===== src/rtl/mem_arb_pkg.sv =====
// mem_arb_pkg: shared state/owner encodings and default latencies for mem_arbiter
package mem_arb_pkg;
  typedef enum logic [1:0] {
    IDLE   = 2'd0,
    ACCESS = 2'd1,
    DONE   = 2'd2
  } state_t;
  typedef enum logic {
    CPU  = 1'b0,
    HOST = 1'b1
  } owner_t;
  localparam int unsigned DEF_RD_LAT = 2;
  localparam int unsigned DEF_WR_LAT = 1;
  localparam int unsigned CNT_W      = 3;
endpackage


===== src/rtl/mem_arb_rr_pick2.sv =====
// rr_pick2: two-way round-robin selector
//   eligible[0] = cpu, eligible[1] = host; last_grant = previous winner
//   grant_valid = any eligible; grant_owner = winner (the non-last one on a tie)
module rr_pick2
  import mem_arb_pkg::*;
(
  input  logic [1:0] eligible,
  input  owner_t     last_grant,
  output logic       grant_valid,
  output owner_t     grant_owner
);
  always_comb begin
    grant_valid = |eligible;
    grant_owner = (eligible == 2'b11) ? owner_t'(~last_grant) : owner_t'(eligible[1]);
  end
endmodule


===== src/rtl/mem_arbiter.sv =====
// mem_arbiter: arbitrates the unified memory port between the CPU and a host loader
//   clock/reset    : rising-edge clock, asynchronous active-low reset
//   cpu_* / host_* : request (req, we, addr, wdata, wrbits) in; ack pulse and rdata out
//   host_lock      : blocks CPU grants (loader mode)
//   cpu_stall      : cpu_req & ~cpu_ack, holds the phase generator
//   mem_*          : memory port (addr, wdata, wrbits, read/write strobes, rdata)
module mem_arbiter
  import mem_arb_pkg::*;
#(
  parameter int unsigned RD_LAT = DEF_RD_LAT,
  parameter int unsigned WR_LAT = DEF_WR_LAT
) (
  input  logic        clock,
  input  logic        reset,
  input  logic        cpu_req,
  input  logic        cpu_we,
  input  logic [31:0] cpu_addr,
  input  logic [31:0] cpu_wdata,
  input  logic [3:0]  cpu_wrbits,
  output logic        cpu_ack,
  output logic [31:0] cpu_rdata,
  input  logic        host_req,
  input  logic        host_we,
  input  logic [31:0] host_addr,
  input  logic [31:0] host_wdata,
  input  logic [3:0]  host_wrbits,
  output logic        host_ack,
  output logic [31:0] host_rdata,
  input  logic        host_lock,
  output logic        cpu_stall,
  output logic [31:0] mem_addr,
  output logic [31:0] mem_wdata,
  output logic [3:0]  mem_wrbits,
  output logic        mem_read,
  output logic        mem_write,
  input  logic [31:0] mem_rdata
);
  localparam logic [CNT_W-1:0] RD_CNT = CNT_W'(RD_LAT - 1);
  localparam logic [CNT_W-1:0] WR_CNT = CNT_W'(WR_LAT - 1);
  state_t             state_q, state_d;
  owner_t             last_grant_q, last_grant_d;
  owner_t             owner_q, owner_d;
  logic               we_q, we_d;
  logic [31:0]        addr_q, addr_d;
  logic [31:0]        wdata_q, wdata_d;
  logic [3:0]         wrbits_q, wrbits_d;
  logic [CNT_W-1:0]   cnt_q, cnt_d;
  logic               cpu_ack_q, cpu_ack_d;
  logic               host_ack_q, host_ack_d;
  logic [31:0]        cpu_rdata_q, cpu_rdata_d;
  logic [31:0]        host_rdata_q, host_rdata_d;
  logic               grant_valid;
  owner_t             grant_owner;
  logic               sel_host;
  rr_pick2 u_pick (
    .eligible    ({host_req, cpu_req & ~host_lock}),
    .last_grant  (last_grant_q),
    .grant_valid (grant_valid),
    .grant_owner (grant_owner)
  );
  assign sel_host = (grant_owner == HOST);
  always_comb begin
    state_d      = state_q;
    last_grant_d = last_grant_q;
    owner_d      = owner_q;
    we_d         = we_q;
    addr_d       = addr_q;
    wdata_d      = wdata_q;
    wrbits_d     = wrbits_q;
    cnt_d        = cnt_q;
    cpu_ack_d    = 1'b0;
    host_ack_d   = 1'b0;
    cpu_rdata_d  = cpu_rdata_q;
    host_rdata_d = host_rdata_q;
    case (state_q)
      IDLE: if (grant_valid) begin
        owner_d      = grant_owner;
        last_grant_d = grant_owner;
        we_d         = sel_host ? host_we : cpu_we;
        addr_d       = sel_host ? host_addr : cpu_addr;
        wdata_d      = sel_host ? host_wdata : cpu_wdata;
        // reads present an all-zero lane mask to memory
        wrbits_d     = we_d ? (sel_host ? host_wrbits : cpu_wrbits) : 4'b0000;
        cnt_d        = we_d ? WR_CNT : RD_CNT;
        state_d      = ACCESS;
      end
      ACCESS: if (cnt_q == '0) begin
        state_d      = DONE;
        cpu_ack_d    = (owner_q == CPU);
        host_ack_d   = (owner_q == HOST);
        cpu_rdata_d  = (!we_q && owner_q == CPU) ? mem_rdata : cpu_rdata_q;
        host_rdata_d = (!we_q && owner_q == HOST) ? mem_rdata : host_rdata_q;
      end else begin
        cnt_d        = cnt_q - 1'b1;
      end
      default: state_d = IDLE;
    endcase
  end
  always_ff @(posedge clock or negedge reset) begin
    if (!reset) begin
      state_q      <= IDLE;
      last_grant_q <= HOST;
      owner_q      <= CPU;
      we_q         <= 1'b0;
      addr_q       <= '0;
      wdata_q      <= '0;
      wrbits_q     <= '0;
      cnt_q        <= '0;
      cpu_ack_q    <= 1'b0;
      host_ack_q   <= 1'b0;
      cpu_rdata_q  <= '0;
      host_rdata_q <= '0;
    end else begin
      state_q      <= state_d;
      last_grant_q <= last_grant_d;
      owner_q      <= owner_d;
      we_q         <= we_d;
      addr_q       <= addr_d;
      wdata_q      <= wdata_d;
      wrbits_q     <= wrbits_d;
      cnt_q        <= cnt_d;
      cpu_ack_q    <= cpu_ack_d;
      host_ack_q   <= host_ack_d;
      cpu_rdata_q  <= cpu_rdata_d;
      host_rdata_q <= host_rdata_d;
    end
  end
  // the write strobe fires only while cnt still holds its load value
  assign mem_read   = (state_q == ACCESS) & ~we_q;
  assign mem_write  = (state_q == ACCESS) & we_q & (cnt_q == WR_CNT);
  assign mem_addr   = addr_q;
  assign mem_wdata  = wdata_q;
  assign mem_wrbits = wrbits_q;
  assign cpu_ack    = cpu_ack_q;
  assign host_ack   = host_ack_q;
  assign cpu_rdata  = cpu_rdata_q;
  assign host_rdata = host_rdata_q;
  assign cpu_stall  = cpu_req & ~cpu_ack_q;
endmodule


===== config.mk =====
export PLATFORM = sky130hd
export DESIGN_NAME = mem_arbiter
export DESIGN_NICKNAME = d
export VERILOG_FILES = /design/src/rtl/mem_arb_pkg.sv /design/src/rtl/mem_arb_rr_pick2.sv /design/src/rtl/mem_arbiter.sv
export SDC_FILE = /design/constraint.sdc
export NUM_CORES = 1
export LEC_CHECK = 0
export CAP_MARGIN = 15
export CORE_UTILIZATION = 40
export CTS_CLUSTER_SIZE = 20
export DETAILED_ROUTE_END_ITERATION = 8
export PLACE_DENSITY_LB_ADDON = 0.12
export SLEW_MARGIN = 30
export SYNTH_ARGS = -nofsm -noshare
export SYNTH_HDL_FRONTEND = slang
export SYNTH_HIERARCHICAL = 1
export SYNTH_SLANG_ARGS = --single-unit

===== constraint.sdc =====
create_clock -name clock -period 2.8 [get_ports clock]
set_clock_uncertainty 0.2 [all_clocks]
set_input_delay 0.42 -clock clock [delete_from_list [all_inputs] [get_ports clock]]
set_output_delay 0.42 -clock clock [all_outputs]
set_load 0.1 [all_outputs]

# Yosys cells after proc, flatten, opt, wreduce, memory -nomap -nowiden
# Cells that the tools add are included.
# word_totals
register_bits	142
in_bits	175
word_cells	57
output_inout_bits	137
# classes
eq_ne	5
n_bitwise	10
n_mux	17
add_sub_neg	1
reduce_logical	12
# op_table
op	count
32-bit two-way mux	2
3-bit AND reduction	3
4-bit two-way mux	2
1-bit two-way mux	7
3-bit two-way mux	2
2-bit inequality test (second input constant)	3
3-bit one-hot mux with 2 select lines	1
1-bit AND	5
1-bit inverter	5
2-bit two-way mux	2
2-bit one-hot mux with 2 select lines	1
2-bit AND reduction	2
3-bit zero test	1
3-bit by 1-bit subtractor with 3-bit output (second input constant)	1
2-bit by 1-bit equality test with 1-bit output (second input constant)	1
2-bit equality test (second input constant)	1
1-bit logical AND	2
2-bit zero test	1
2-bit nonzero test	1
2-bit OR reduction	1
1-bit zero test	1

# Depth between registers and ports, before layout
# Gate-level depths: netlist (run 1).
# logic_depth
word_depth	8
mapped_depth	8
depth_no_buf	5

# Cells and area by module
# Netlist (run 1), hierarchy kept.
# by_module_without_submodules
mod	instances	cells_per_inst	area_each_um2	seq_area_each_um2
mem_arbiter	1	479	6023.3	3554.7
rr_pick2	1	2	13.8	0.0

# Worst setup path after synthesis (run 1)
# No wires, ideal clock.
# synth_path
kind	reg-to-output
startpoint	reg cpu_ack_q (netlist: cpu_ack)
endpoint	out cpu_stall
stages_incl_launch_ff	2
t_required_ns	2.180
path_slack_ns	-0.031
arrival_ns	2.211
cell_sequence	dfrtp_1 > nor2b_1
# synth_via
elab_chain_len	2
# synth_rtl
item	line_no	rtl
start: declaration	mem_arbiter.sv:48	logic cpu_ack_q, cpu_ack_d;
start signal: assignment	mem_arbiter.sv:122	cpu_ack_q <= cpu_ack_d;
1-bit inverter	mem_arbiter.sv:138	assign cpu_stall = cpu_req & ~cpu_ack_q;
1-bit AND	mem_arbiter.sv:138	
end: declaration	mem_arbiter.sv:30	output logic cpu_stall,
# Every way passes these cells.

# Worst setup path after layout (run 1)
# layout_path
startpoint	reg cnt_q[0]
endpoint	out mem_write
# layout_via
elab_chain_len	2
# layout_rtl
item	line_no	rtl
start: declaration	mem_arbiter.sv:47	logic [CNT_W-1:0] cnt_q, cnt_d;
start signal: assignment	mem_arbiter.sv:121	cnt_q <= cnt_d;
3-bit zero test	mem_arbiter.sv:130	assign mem_write = (state_q == ACCESS) & we_q & (cnt_q == WR_CNT);
1-bit AND	mem_arbiter.sv:130	
end: declaration	mem_arbiter.sv:35	output logic mem_write,
# Every way passes these cells.

==> impl_metrics.py, run 1 <==
metrics = {
    "outcome": {
        "status": "complete, but fails checks",
        "violations": "DRC",
    },
    "clock_network": {
        "cts_tree": "yes",
        "clock_path_buffers": 2,
        "root_buffer": "clkbuf_16",
        "cts_buffers": 17,
        "clkLatencyLatePin_ps": 410,
        "clk_pin_slew_worst_paths_ps": 60,
        "htreeDepth": 4,
        "numClockSinks": 142,
    },
    "sta": {
        "slew-limit-headroom": 0.6680,
        "worst-slew-pin-transition_ps": 498.0,
        "fin_crit_sh": 0.9388,
        "setup_violations": 0,
        "max_freq_mhz": 380.4,
        "rsz0062_at_grt": "false",
        "hold_viol_final": 0,
        "finalMaxSlewViolations": 0,
        "setup_tns_ps": 0,
        "post-route-min-period_ps": 2629,
    },
    "cells_and_area": {
        "diodes": 0,
        "drive_gt1_frac": 0.3076,
        "nNetsFinal": 967,
        "register_area_um2": 3555,
        "filler_cell_count": 1162,
        "multi_input_area_um2": 2265,
        "area_growth_pct": 60.60,
        "layout_commonest_cell": "clkdlybuf4s50_1",
        "final_cell_mix": "clkdlybuf4s50_1 (173), dfrtp_1 (141), buf_4 (139)",
    },
    "logic_synthesis": {
        "synth_area_um2": 6037,
        "synth_edf_count": 0,
        "syn_nets": 658,
        "synth_cells": 481,
        "async_flop_share": 1.000,
        "syn_area_per_cell_um2": 12.55,
        "ys_types": 30,
        "yosys_warnings": 6,
        "synth-seq-cells": 142,
        "ys_seq_area_frac": 0.5888,
        "yosys_most_used_dff": "dfrtp_1",
    },
    "floorplanning": {
        "ios": 312,
        "die-area_um2": 15590,
        "chipWidth_um": 124.9,
        "core_region_area_um2": 14640,
        "row_count": 44,
        "die_h_um": 124.9,
        "start_util": 0.4123,
    },
    "detailed_routing": {
        "drt-met1-wl_um": 5822,
        "drt_iter0_markers": 166,
        "wl_per_cell_um": 15.94,
        "first_pass_iters": 6,
        "met2_wirelength_um": 8105,
        "wl_met3_um": 1274,
        "num_vias": 4758,
        "avgViaCountPerCell": 4.821,
        "routed_wl_um": 15730,
        "drcViolationCount": 32,
        "routed.top_layer": "met4",
        "antenna_left": 0,
    },
    "global_route": {
        "grt_pass1_vias": 5153,
        "overflow": 0,
        "track_usage": 0.2127,
        "grt_antenna_before_repair": 0,
        "grt_max_degree": 137,
        "grt_pass1_wl_um": 25510,
    },
    "critical_path": {
        "cp-start-kind": "flop",
        "r2r.worst_path.cells": 7,
        "required_ps": 2180,
        "endpoint_kind": "output pin",
        "crit_type": "reg2out",
        "r2r_end": "cpu_rdata[3]",
        "crit_fanout": 4,
        "r2r_start": "cnt_q[0]",
        "worst_ep_arrival_time_ps": 2010,
        "r2r_setup_slack_ps": 670,
    },
    "worst_hold_path": {
        "min_path_type": "in2async",
    },
    "run": {
        "maxCapViolations": 0,
    },
    "placed_design": {
        "dp.final_hpwl_um": 11830,
        "gp_congestion": 0.8133,
        "port_buffers": 311,
    },
}
per-stage QoR:
| step | setup slack [ps] | instance area, µm² | hold WS (ps) | util | std cells |
|---|---|---|---|---|---|
| global route | 34.70 | 9696 | 270.4 | 0.6621 | 987 |
| global placement | 259.1 | 8971 | 115.6 | 0.6126 | 954 |
| CTS | 131.1 | 9696 | 240.4 | 0.6621 | 987 |
| finish | 171.3 | 9696 | 247.3 | 0.6621 | 987 |
| detailed placement | 208.0 | 8971 | 119.7 | 0.6126 | 954 |
| floorplan | 185.8 | 6040 | -75.59 | - | 481 |
synth_stat cells, types with 2 or more instances:
cell / instances / area (µm²)
ha_1: 2 / 25.02
and2_1: 2 / 12.51
o21ai_1: 24 / 120.1
nand2_1: 78 / 292.8
buf_4: 2 / 15.01
a21oi_1: 2 / 10.01
dfrtp_1: 141 / 3528
inv_1: 4 / 15.01
mux2i_1: 69 / 690.7
nor2b_1: 4 / 25.02
buf_2: 5 / 25.02
o21ai_0: 46 / 230.2
clkbuf_2: 2 / 10.01
mux2_2: 64 / 720.7
clkbuf_1: 9 / 33.78
buf_6: 12 / 135.1
nor3b_1: 2 / 15.01
critical path, stage by stage (launching register included):
cell	delay, ps
dfrtp_1	380
inv_1	120
ha_1	180
nor2b_1	160
nor3b_1	350
and2_1	240
buf_12	190
worst max path at each step:
stage                  start            end  slack, ps  cells after the start
floorplan           cnt_q[0]      mem_write        190                      5
global placement     cpu_req  mem_wdata[17]        260                      7
detailed placement   cpu_req   mem_addr[25]        210                      7
CTS                 cnt_q[0]      mem_write        130                      6
global route        cnt_q[0]      mem_write         30                      6
finish              cnt_q[0]      mem_write        170                      6
cells by family after synthesis:
family,Yosys count,synth area share
flops,142,0.5888
mux,134,0.2356
simple gates,94,0.06902
compound gates,75,0.06363
buf+inv,34,0.03875
fa+ha+maj,2,0.004144
layer usage:
| metal | vias up | global-route usage |
|---|---|---|
| li1 | 2278 | - |
| met1 | 2241 | 0.2312 |
| met2 | 201 | 0.3705 |
| met3 | 38 | 0.06916 |
| met4 | 0 | 0.1098 |
| met5 | - | 0 |
registers in the layout, indices dropped and copies added, names as in the netlist, 2 cells and up:
| name | flops |
|---|---|
| host_rdata | 32 |
| mem_wrbits | 4 |
| state_q | 2 |
| cpu_rdata | 32 |
| mem_addr | 32 |
| cnt_q | 3 |
| mem_wdata | 32 |
cell type report:
class                           count  area share
Clock buffer                       22     0.04994
Clock inverter                     10     0.02375
Inverter                            4    0.001549
Multi-Input combinational cell    305      0.2336
Sequential cell                   142      0.3666
Tap cell                          184     0.02375
Timing Repair Buffer              320      0.3008
what timing repair did:
| action | in CTS | in global routing |
|---|---|---|
| endpoints found under the hold margin | 30 | 0 |
| resized for setup | 0 | 0 |
| hold buffers | 1 | 0 |
| buffers inserted | 0 | 0 |
Power of run 1 is not shown: default switching activity piles up to over one toggle a cycle in this logic, so the estimate is an artifact.
==> run 2: changes to the inputs <==
--- a/config.mk
+++ b/config.mk
@@ -9,6 +9,8 @@
 export CORE_UTILIZATION = 40
 export CTS_CLUSTER_SIZE = 20
 export DETAILED_ROUTE_END_ITERATION = 8
+export GPL_TIMING_DRIVEN = 0
+export MAX_ROUTING_LAYER = met4
 export PLACE_DENSITY_LB_ADDON = 0.12
 export SLEW_MARGIN = 30
 export SYNTH_ARGS = -nofsm -noshare
==> run 2 against run 1 <==
The run still ends with DRC left. Register-to-register slack better by 90 ps. First-iteration DRC count up 30%. Fmax down 2.4%. Design area up 3.8%. Worst hold slack better by 24 ps. Highest routed layer unchanged. Critical endpoint is now mem_read. Global-route usage up 2.0 points. Critical path depth down 4. Sequential cell count unchanged. Sequential share of layout area down 1.4 points. Non-clock buffer count up 23. Via count up 2.6%.
==> impl_metrics.py, run 2 (synthesized netlist as in run 1, its figures left out) <==
metrics = {
    "sta": {
        "max_freq_mhz": 371.3,
        "slew-limit-headroom": 0.3065,
        "holdWs_ps": 271.4,
        "fin_crit_sh": 0.9620,
        "finalMaxSlewViolations": 0,
        "worst-slew-pin-transition_ps": 1037,
        "setup_violations": 0,
        "rsz0062_at_grt": "false",
        "hold_viol_final": 0,
        "post-route-min-period_ps": 2693,
    },
    "global_route": {
        "grt_pass1_vias": 5187,
        "grt_max_degree": 86,
        "track_usage": 0.2323,
        "grt_pass1_wl_um": 26920,
        "grt_antenna_before_repair": 0,
        "overflow": 0,
    },
    "placed_design": {
        "dp.final_hpwl_um": 13040,
        "place_area_um2": 9410,
        "port_buffers": 311,
        "gp_congestion": 0.8193,
    },
    "detailed_routing": {
        "avgViaCountPerCell": 4.836,
        "antenna_left": 0,
        "routed.top_layer": "met4",
        "met2_wirelength_um": 8917,
        "drcViolationCount": 32,
        "wl_met3_um": 1189,
        "drt-met1-wl_um": 6478,
        "first_pass_iters": 7,
        "routed_wl_um": 16850,
        "num_vias": 4884,
        "wl_per_cell_um": 16.68,
        "drt_iter0_markers": 215,
    },
    "cells_and_area": {
        "layout_commonest_cell": "clkdlybuf4s50_1",
        "final_cell_mix": "clkdlybuf4s50_1 (304), dfrtp_1 (141), nand2_1 (78)",
        "diodes": 0,
        "nNetsFinal": 990,
        "drive_gt1_frac": 0.1562,
        "area_growth_pct": 66.78,
        "stdcell_area_um2": 10070,
    },
    "critical_path": {
        "crit_fanout": 8,
        "required_ps": 2180,
        "worst_ep_arrival_time_ps": 2070,
        "cp-start-kind": "flop",
        "crit_type": "reg2out",
        "endpoint_kind": "output pin",
    },
    "floorplanning": {
        "die-area_um2": 15590,
        "start_util": 0.4123,
        "core_region_area_um2": 14640,
        "die_h_um": 124.9,
        "ios": 312,
        "row_count": 44,
        "chipWidth_um": 124.9,
    },
    "clock_network": {
        "cts_buffers": 17,
        "htreeDepth": 4,
        "clock_path_buffers": 2,
        "postCtsSetupBuffers": 0,
        "cts_tree": "yes",
        "numClockSinks": 142,
        "clk_pin_slew_worst_paths_ps": 50,
        "root_buffer": "clkbuf_16",
        "clkLatencyLatePin_ps": 410,
    },
    "outcome": {
        "status": "complete, but fails checks",
        "violations": "DRC",
    },
    "run": {
        "maxCapViolations": 0,
    },
    "worst_hold_path": {
        "min_path_type": "reg2reg",
    },
}
run 2: cell types whose count changed in the layout (fill, tap and decap cells not counted), sizes merged:
cell,before,now
clkinvlp,2,1
buf,146,24
dlymetal6s2s,0,1
inv,4,5
clkdlybuf4s50,173,304
clkbuf,22,31
clkinv,1,7
bufinv,7,4
clkdlybuf4s15,0,1
run 2: path summary, 6_finish.rpt:
path | start | endpoint | cells past startpoint | slack [ps]
hold / removal | last_grant_q | last_grant_q | 2 | 270
setup / recovery | state_q[1] | mem_read | 2 | 110
max in group asynchronous | reset | mem_wrbits[1] | 3 | 1330
min in group asynchronous | reset | cpu_rdata[8] | 2 | 320
hold reg to reg | last_grant_q | last_grant_q | 2 | 270
setup reg to reg | cnt_q[0] | host_rdata[10] | 7 | 760
run 2: per-layer routing:
metal | track usage | vias to the layer above
li1 | - | 2333
met1 | 0.2518 | 2338
met2 | 0.4045 | 197
met3 | 0.07131 | 16
met4 | 0.07747 | 0
met5 | - | -
run 2: what timing repair did:
item / CTS / global route
setup endpoints to repair: 2 / 2
gates resized for setup: 9 / 4
hold buffers: 1 / 0
endpoints found under the hold margin: 56 / 0
run 2: worst max-delay path: stages, from the launching register on:
cell and delay (ps):
dfrtp_1 510, nor3b_4 270, clkdlybuf4s15_1 880
run 2: through the flow:
step	worst slack, ps	instances	TNS (ps)	util
after floorplan	185.8	481	0	-
after global placement	-4228	976	-597470	0.6407
after detailed placement	-587.4	977	-587.4	0.6426
after CTS	28.07	1010	0	0.6872
after global routing	26.59	1010	0	0.6875
final	106.5	1010	0	0.6875
run 2: final cells by class:
class                           count  area [µm²]
Clock buffer                       19       452.9
Multi-Input combinational cell    305        2270
Sequential cell                   142        3555
Fill cell                        1056        4576
Inverter                            4       15.01
Clock inverter                     13       186.4
Timing Repair Buffer              313        3141
Tap cell                          184       230.2
Buffer                             30       219.0
Power of run 2 is left out for the same reason.
